[config.mk]
export PLATFORM = sky130hd
export DESIGN_NAME = hall_conditioner
export DESIGN_NICKNAME = d
export VERILOG_FILES = /design/src/rtl/hall_pkg.sv /design/src/rtl/hall_glitch_filter.sv /design/src/rtl/hall_conditioner.sv
export SDC_FILE = /design/constraint.sdc
export NUM_CORES = 1
export LEC_CHECK = 0
export ABC_AREA = 1
export BUFFER_PORTS_ARGS = -buffer_cell sky130_fd_sc_hd__buf_2
export CELL_PAD_IN_SITES_DETAIL_PLACEMENT = 1
export CELL_PAD_IN_SITES_GLOBAL_PLACEMENT = 2
export CORE_ASPECT_RATIO = 0.8
export CORE_MARGIN = 2
export CORE_UTILIZATION = 36
export CTS_CLUSTER_DIAMETER = 60
export DETAILED_ROUTE_END_ITERATION = 10
export PLACE_DENSITY = 0.91
export SLEW_MARGIN = 20
export SYNTH_ARGS = -nofsm -noshare
export SYNTH_HDL_FRONTEND = slang
export SYNTH_SLANG_ARGS = --single-unit
[constraint.sdc]
create_clock -name CLK -period 5.9 [get_ports CLK]
set_input_delay 1.18 -clock CLK [delete_from_list [all_inputs] [get_ports CLK]]
set_output_delay 1.18 -clock CLK [all_outputs]
set_load 0.01 [all_outputs]
[src/rtl/hall_pkg.sv]
// Shared constants and decode helpers for the Hall sensor conditioner.
package hall_pkg;

    localparam logic [2:0] SECTOR_INVALID = 3'd7;
    localparam int         NUM_SECTORS    = 6;
    localparam logic [3:0] NUM_SECTORS_W  = 4'(NUM_SECTORS);

    // Classification of an accepted Hall code relative to the current sector
    typedef enum logic [1:0] {
        EV_NONE,
        EV_INIT,
        EV_STEP,
        EV_FAULT
    } accept_ev_e;

    // {H3,H2,H1} -> rotor sector; 000/111 are not produced by a healthy sensor set
    function automatic logic [2:0] sector_lut(input logic [2:0] code);
        case (code)
            3'b001:  return 3'd0;
            3'b101:  return 3'd1;
            3'b100:  return 3'd2;
            3'b110:  return 3'd3;
            3'b010:  return 3'd4;
            3'b011:  return 3'd5;
            default: return SECTOR_INVALID;
        endcase
    endfunction

    // (nw - old) mod 6 for legal sectors 0..5
    function automatic logic [2:0] delta6(input logic [2:0] nw, input logic [2:0] old);
        logic [3:0] d;
        d = {1'b0, nw} + NUM_SECTORS_W - {1'b0, old};
        if (d >= NUM_SECTORS_W)
            d = d - NUM_SECTORS_W;
        return d[2:0];
    endfunction

endpackage

[src/rtl/hall_glitch_filter.sv]
// Two-flop synchroniser for the three Hall lines followed by a run-length filter;
// a code is accepted after FILT_CYCLES identical synced samples.
module hall_glitch_filter #(
    parameter int FILT_CYCLES = 8
) (
    input  logic       clk,
    input  logic       rst,
    input  logic [2:0] raw,
    output logic [2:0] code,
    output logic       acc,
    output logic [2:0] acc_code
);

    localparam int            RW      = $clog2(FILT_CYCLES + 1);
    localparam logic [RW-1:0] RUN_MAX = RW'(FILT_CYCLES);
    localparam logic [RW-1:0] RUN_ACC = RW'(FILT_CYCLES - 1);

    logic [2:0]    s1, s2, cand;
    logic [RW-1:0] run;
    logic          first;

    // Strobe fires on the sample that brings the run to FILT_CYCLES, so the
    // owner can register the new code on the same edge as code.
    assign acc      = (s2 == cand) && (run == RUN_ACC) && ((cand != code) || first);
    assign acc_code = cand;

    always_ff @(posedge clk) begin
        if (rst) begin
            s1    <= 3'b000;
            s2    <= 3'b000;
            cand  <= 3'b000;
            run   <= '0;
            first <= 1'b1;
            code  <= 3'b000;
        end else begin
            s1 <= raw;
            s2 <= s1;
            if (s2 != cand) begin
                cand <= s2;
                run  <= RW'(1);
            end else if (run != RUN_MAX) begin
                run <= run + 1'b1;
            end
            if (acc) begin
                code  <= cand;
                first <= 1'b0;
            end
        end
    end

endmodule

[src/rtl/hall_conditioner.sv]
// Hall input conditioner: filtered code, sector decode, direction, fault and period.
// Optional HALL_FAULT_CLR_EN adds a FAULT_CLR input to clear the sticky fault.
module hall_conditioner
    import hall_pkg::*;
#(
    parameter int FILT_CYCLES = 8,
    parameter int PER_W       = 16
) (
    input  logic             CLK,
    input  logic             RST,
    input  logic             H1,
    input  logic             H2,
    input  logic             H3,
`ifdef HALL_FAULT_CLR_EN
    input  logic             FAULT_CLR,
`endif
    output logic [2:0]       HALL_Q,
    output logic [2:0]       SECTOR,
    output logic             STEP,
    output logic             DIR,
    output logic [PER_W-1:0] PERIOD,
    output logic             PER_VALID,
    output logic             STALL,
    output logic             FAULT
);

    localparam logic [PER_W-1:0] CNT_MAX = '1;

    logic             acc;
    logic [2:0]       acc_code;
    logic [2:0]       new_sec;
    logic             step_dir;
    logic             step_now;
    logic             fault_evt;
    logic             fault_clr;
    logic             armed;
    logic [PER_W-1:0] cnt;
    accept_ev_e       ev;

    hall_glitch_filter #(
        .FILT_CYCLES(FILT_CYCLES)
    ) u_filt (
        .clk     (CLK),
        .rst     (RST),
        .raw     ({H3, H2, H1}),
        .code    (HALL_Q),
        .acc     (acc),
        .acc_code(acc_code)
    );

`ifdef HALL_FAULT_CLR_EN
    assign fault_clr = FAULT_CLR;
`else
    assign fault_clr = 1'b0;
`endif

    // SECTOR==7 covers both the post-reset state and recovery after an illegal code
    always_comb begin
        ev       = EV_NONE;
        new_sec  = sector_lut(acc_code);
        step_dir = 1'b1;
        if (acc) begin
            if (new_sec == SECTOR_INVALID)
                ev = EV_FAULT;
            else if (SECTOR == SECTOR_INVALID)
                ev = EV_INIT;
            else begin
                case (delta6(new_sec, SECTOR))
                    3'd1:    ev = EV_STEP;
                    3'd5: begin
                        ev       = EV_STEP;
                        step_dir = 1'b0;
                    end
                    default: ev = EV_FAULT;
                endcase
            end
        end
    end

    assign step_now  = (ev == EV_STEP);
    assign fault_evt = (ev == EV_FAULT);

    always_ff @(posedge CLK) begin
        if (RST) begin
            SECTOR    <= SECTOR_INVALID;
            STEP      <= 1'b0;
            DIR       <= 1'b1;
            PERIOD    <= '0;
            PER_VALID <= 1'b0;
            STALL     <= 1'b0;
            FAULT     <= 1'b0;
            cnt       <= '0;
            armed     <= 1'b0;
        end else begin
            STEP <= step_now;
            if (acc)
                SECTOR <= new_sec;
            if (step_now)
                DIR <= step_dir;

            if (fault_evt)
                FAULT <= 1'b1;
            else if (fault_clr)
                FAULT <= 1'b0;

            // A STEP in the saturating cycle still takes the measurement
            if (step_now) begin
                PERIOD <= cnt;
                cnt    <= {{(PER_W-1){1'b0}}, 1'b1};
                STALL  <= 1'b0;
                armed  <= 1'b1;
                if (armed)
                    PER_VALID <= 1'b1;
            end else if (cnt == CNT_MAX) begin
                STALL     <= 1'b1;
                PER_VALID <= 1'b0;
                armed     <= 1'b0;
            end else begin
                cnt <= cnt + 1'b1;
            end

            if (fault_evt) begin
                PER_VALID <= 1'b0;
                armed     <= 1'b0;
            end
        end
    end

endmodule

# Word-level counts from Yosys, hierarchy flattened

Cells that the tools add are included.

$add $sub $neg: 5
$lt $le $gt $ge: 1
Equality and inequality tests: 20
Multiplexer cells: 21
Reduce and logical (&&, ||, !) cells: 10

Operator list:

| cell                  | number |
|---|---|
| $eq 3x3->1 const B    | 6 |
| $pmux 3 s6            | 1 |
| $add 16x1->16 const B | 1 |
| $eq 16x16->1 const B  | 1 |
| $mux 1                | 13 |
| $mux 3                | 4 |
| $reduce_or 2->1       | 4 |
| $eq 3x1->1 const B    | 2 |
| $eq 3x2->1 const B    | 2 |
| $mux 2                | 3 |
| $ne 3x3->1            | 2 |
| $add 3x3->4 const B   | 1 |
| $add 4x1->4 const B   | 1 |
| $eq 2x2->1 const B    | 2 |
| $eq 4x3->1 const B    | 1 |
| $ge 4x3->1 const B    | 1 |
| $ne 4x4->1 const B    | 1 |
| $reduce_bool 2->1     | 2 |
| $sub 4x3->4           | 1 |
| $eq 3x3->1            | 1 |
| $sub 3x3->3 const B   | 1 |
| $logic_and 1x1->1     | 2 |
| $ne 2x1->1 const B    | 1 |
| $ne 2x2->1 const B    | 1 |
| 2 further kinds       | 2 |

Register bits after elaboration: 58
Input port bits: 5
Output and inout bits: 27
Logic and storage cells: 74

# Depth between registers and ports, before layout

Depth in word-level cells: 18
Mapped depth: 18
Mapped depth without buffers: 18

# Modules after synthesis

Synthesis repeated with hierarchy kept, for this count alone.

Cell total of the unflattened synthesis: 384
Area, all modules: 2743.9 um2

By module, submodules not included:

| module             | instances | cells each | area each (um2) | sequential area each (um2) |
|---|---|---|---|---|
| hall_conditioner   | 1         | 284        | 1984.4          | 820.8 |
| hall_glitch_filter | 1         | 100        | 759.5           | 340.3 |

# Worst setup path before layout

Ideal clock, no wire load.

Kind: register -> register
From: register u_filt.cand[2] (netlist: u_filt.acc_code[2])
To: register cnt[15]
Library setup time: 133 ps
Arrival time: 2509 ps
Required time: 5767 ps
Setup slack: 3258 ps
Cell stages (with the launch flop): 16
Buffers on the path: 1
Period minus slack after synthesis: 2642 ps
Cells stage by stage: dfxtp_1 inv_2 nand2_1 nand2_2 ha_1 inv_1 ha_1 fa_1 nor2_1 nand3_1 nand3_1 nor2_4 nand3_4 nand2_4 buf_12 a21oi_2

Word-level cells in the longest chain between the ends: 17
Elaborated cells between the ends (all ways): 30

RTL lines:

| item                                      | RTL line                       | source |
|---|---|---|
| start: declaration                        | hall_glitch_filter.sv:18       | `logic [2:0] s1, s2, cand;` |
| start signal: assignment                  | hall_glitch_filter.sv:31       | `cand <= 3'b000;` |
| start signal: assignment                  | hall_glitch_filter.sv:39       | `cand <= s2;` |
| $eq 3x2->1, or another cell as far along  | hall_pkg.sv:18                 | `case (code)` |
| $pmux 3 s6                                | hall_pkg.sv:18                 |  |
| $add 3x3->4                               | hall_pkg.sv:32                 | `d = {1'b0, nw} + NUM_SECTORS_W - {1'b0, old};` |
| $sub 4x3->4                               | hall_pkg.sv:32                 |  |
| $ge 4x3->1 or $sub 3x3->3 (tied branches) | hall_pkg.sv:33, hall_pkg.sv:34 |  |
| $mux 3                                    | hall_pkg.sv:33                 | `if (d >= NUM_SECTORS_W)` |
| $mux 3                                    | hall_conditioner.sv:65         | `else if (SECTOR == SECTOR_INVALID)` |
| $mux 3                                    | hall_conditioner.sv:63         | `if (new_sec == SECTOR_INVALID)` |
| $mux 3                                    | hall_conditioner.sv:62         | `if (acc) begin` |
| $eq 3x3->1 or $eq 3x1->1 (tied branches)  | hall_conditioner.sv:68         | `case (delta6(new_sec, SECTOR))` |
| $reduce_or 2->1 (no source line)          | --                             |  |
| $mux 1                                    | hall_conditioner.sv:68         |  |
| $mux 2                                    | hall_conditioner.sv:65         |  |
| $mux 2                                    | hall_conditioner.sv:63         |  |
| $mux 2 (*)                                | hall_conditioner.sv:62         |  |
| $eq 2x2->1 (*)                            | hall_conditioner.sv:80         | `assign step_now = (ev == EV_STEP);` |
| $reduce_or 2->1 (no source line) (*)      | --                             |  |
| end signal: assignment                    | hall_conditioner.sv:109        | `cnt <= {{(PER_W-1){1'b0}}, 1'b1};` |
| end signal: assignment                    | hall_conditioner.sv:119        | `cnt <= cnt + 1'b1;` |
| end: declaration                          | hall_conditioner.sv:37         | `logic [PER_W-1:0] cnt;` |

Every way passes the cells marked *; elsewhere a longest branch is shown, timed or not. The select of a mux whose other input is x is not followed.
A chain may end at the register's enable or synchronous reset.

# Worst setup path in the final report

From: register u_filt.cand[2] (netlist: u_filt.acc_code[2])
To: register cnt[2]

Same word-level chain as after synthesis.

==> run_results.csv <==
group,metric,value,unit
clock_tree,root_buffer,"clkbuf_8",
status,outcome,"completed",
clock_tree,postCtsHoldBufs,0,
drt,wl_per_cell,13.5,µm
finish,multi_input_area,1370,µm²
sta,setup_viol,0,
sta,min_period_over_period,55.1,%
finish,utilization,43.4,%
synth,syn_nets,372,
hold_path,hp-class,"flop to flop",
worst_setup_path,reg2reg_to,"cnt[2]",
global_routing,overflow,0,
clock_tree,ctsHtreeMaxLevel,3,
worst_setup_path,critical_path_class,"flop to flop",
clock_tree,postCtsSetupBuffers,0,
synth,syn_inst,359,
floorplanning,ios,32,
sta,hold_viol,0,
global_routing,grt_start_max_net_pins,42,
drt,vias_per_cell,4.75,
floorplanning,die_w,102,µm
sta,period_needed,3250,ps
floorplanning,rows,28,
placed_design,gp_congestion,0.814,
synth,synth_cell_types,33,
clock_tree,cts_tree,"built",
global_routing,grt_usage,17.7,%
sta,fmax,308,MHz
sta,finalMaxSlewViolations,0,
floorplanning,initial_core_util,37.4,%
hold_path,worstHoldStart,"u_filt.s1[0]",
hold_path,min_path_cells,2,
worst_setup_path,worst-r2r-setup-slack,2650,ps
clock_tree,cts-buffers-inserted,9,
sta,slew_headroom,53.1,%
clock_tree,clk_pin_slew_worst_paths,70,ps
placed_design,port_buffers,31,
drt,vias,2380,
sta,worstMarginPinSlew,702,ps
sta,setup-tns-final,0,ps
floorplanning,die_h,82.8,µm
synth,ys_warn_count,0,
finish,final_cell_mix,"71 x nand2_1, 58 x dfxtp_1, 44 x inv_1",
finish,layout-drive-gt1-share,19.7,%
flow_run,cap_violations,0,
finish,num_antenna_cells,0,
synth,ys_seq_area_share,41.6,%
drt,antenna_left,0,
drt,drc_errors,0,
worst_setup_path,worstSetupEndpointType,"flop",
clock_tree,cts.sinks,58,
synth,syn_avg_cell_area,7.78,µm²
global_routing,grt_pass1_vias,2339,
global_routing,antenna_found_initial,0,
floorplanning,fp.coreArea,7460,µm²
worst_setup_path,start_kind,"flop",
drt,drtIter0Drc,86,
worst_setup_path,cp.required,6110,ps
sta,hold_ws,407,ps
hold_path,hold_end,"u_filt.s2[0]",
finish,ff_latch_area,1160,µm²
drt,drtPass1Iterations,4,
clock_tree,ctsResizeCount,0,
worst_setup_path,worstReg2RegStart,"u_filt.acc_code[2]",
sta,rsz0062_at_grt,"no",
worst_setup_path,cp_max_fo,19,
finish,final_common_cell,"nand2_1",
worst_setup_path,rr_worst_depth,15,
clock_tree,clock_latency,350,ps
finish,fin_nets,404,
clock_tree,cts_buffer_depth,2,
finish,synthToLayoutAreaGrowth,16.0,%
finish,n_fill_cell,947,
power_and_ir_drop,leakage,1.46,nW
sta,skew,11.9,ps
power_and_ir_drop,p_per_area,274,nW/µm²
placed_design,dp_hpwl,5000,µm
global_routing,grt_first_pass_wirelength,11400,µm
floorplanning,dieArea,8480,µm²
worst_setup_path,worstPathArrival,3450,ps
synth,synth-seq-cells,58,
drt,routed_wl,6750,µm
synth,syn_area,2790,µm²
power_and_ir_drop,vdd_drop_max,0.000102,V
-- worst max path at each step --
stage / start / end / slack [ps]
2_1_floorplan: u_filt.acc_code[2] / cnt[15] / 3260
3_3_place_gp: u_filt.acc_code[2] / cnt[2] / 2790
3_5_place_dp: u_filt.acc_code[2] / cnt[5] / 2660
4_1_cts: u_filt.acc_code[2] / cnt[5] / 2630
5_1_grt: u_filt.acc_code[2] / cnt[5] / 2310
6_report: u_filt.acc_code[2] / cnt[2] / 2650
-- worst max-delay path: stages, from the launching register on --
cell	delay, ps
dfxtp_1	440
inv_2	70
nand2_1	110
nand2_2	100
ha_1	280
inv_1	40
ha_1	190
fa_1	410
inv_1	90
nand2_1	70
nand3_1	110
nand3_1	130
nor2_4	390
nand3_4	280
nand2_4	310
a21oi_1	80
-- Yosys cell counts --
master     n  area [µm²]
nand2_1   71         267
dfxtp_1   58        1160
inv_1     45         169
nor2_1    35         131
nand3_1   34         170
nand4_1   22         138
a21oi_1   13        65.1
xor2_1     9        78.8
xnor2_1    8        70.1
ha_1       7        87.6
a21oi_2    6        52.6
inv_2      5        18.8
nor2_2     5        31.3
nor3_1     5        25.0
nor2_4     4        45.0
o21ai_0    4        20.0
buf_2      3        15.0
clkbuf_1   3        11.3
o211ai_1   3        22.5
a211oi_1   2        15.0
nand2_2    2        12.5
nand2_4    2        22.5
nand3_4    2        35.0
or2_2      2        12.5
buf_1      1        3.75
buf_12     1        20.0
buf_6      1        11.3
buf_8      1        15.0
fa_1       1        20.0
nand4_2    1        12.5
nor2_8     1        20.0
nor3b_1    1        7.51
nor4_1     1        6.26
-- state kept, by name (all words and copies together), names as in the netlist --
register,count
cnt,16
FAULT,1
u_filt.s2,3
STEP,1
u_filt.run,4
STALL,1
u_filt.s1,3
DIR,1
PERIOD,16
u_filt.acc_code,3
u_filt.code,3
SECTOR,3
armed,1
u_filt.first,1
PER_VALID,1
-- routing by layer --
layer,wire [µm],track usage (%)
met1,3590,24.5
met2,2870,26.5
met3,206,4.77
met4,84,6.40
met5,0,0
-- through the flow --
step	instance area (µm²)	instances	worst slack, ps	power [mW]
2_1_floorplan	2790	359	3260	0.450
3_5_place_dp	3000	485	2660	0.460
6_report	3240	501	2650	0.889
3_3_place_gp	3000	485	2790	0.457
5_1_grt	3240	501	2310	0.926
4_1_cts	3240	501	2630	0.904
-- cells by family (layout without fill, tap and decap cells) --
kind of cell    count (synthesis)  count (layout)  share of synthesized area [%]
xor+xnor                       17              17                           5.33
fa+ha+maj                       8               8                           3.85
flops                          58              58                           41.6
buf+inv                        60              97                           9.45
compound gates                 28              28                           6.27
simple gates                  188             188                           33.5
-- layout make-up --
| type | count | share of cell area (%) |
|---|---|---|
| multi-input combinational | 241 | 42.2 |
| clock buffer | 12 | 5.10 |
| clock inverter | 4 | 2.24 |
| tap | 105 | 4.05 |
| sequential | 58 | 35.8 |
| inverter | 50 | 5.79 |
| timing repair buffer | 31 | 4.79 |
-- power breakdown --
| group | switching (mW) | internal (mW) |
|---|---|---|
| Combinational | 0.0319 | 0.0153 |
| Clock | 0.167 | 0.272 |
| Sequential | 0.00587 | 0.397 |
| Total | 0.205 | 0.684 |
Note: power is estimated with default switching activity, not from simulation.
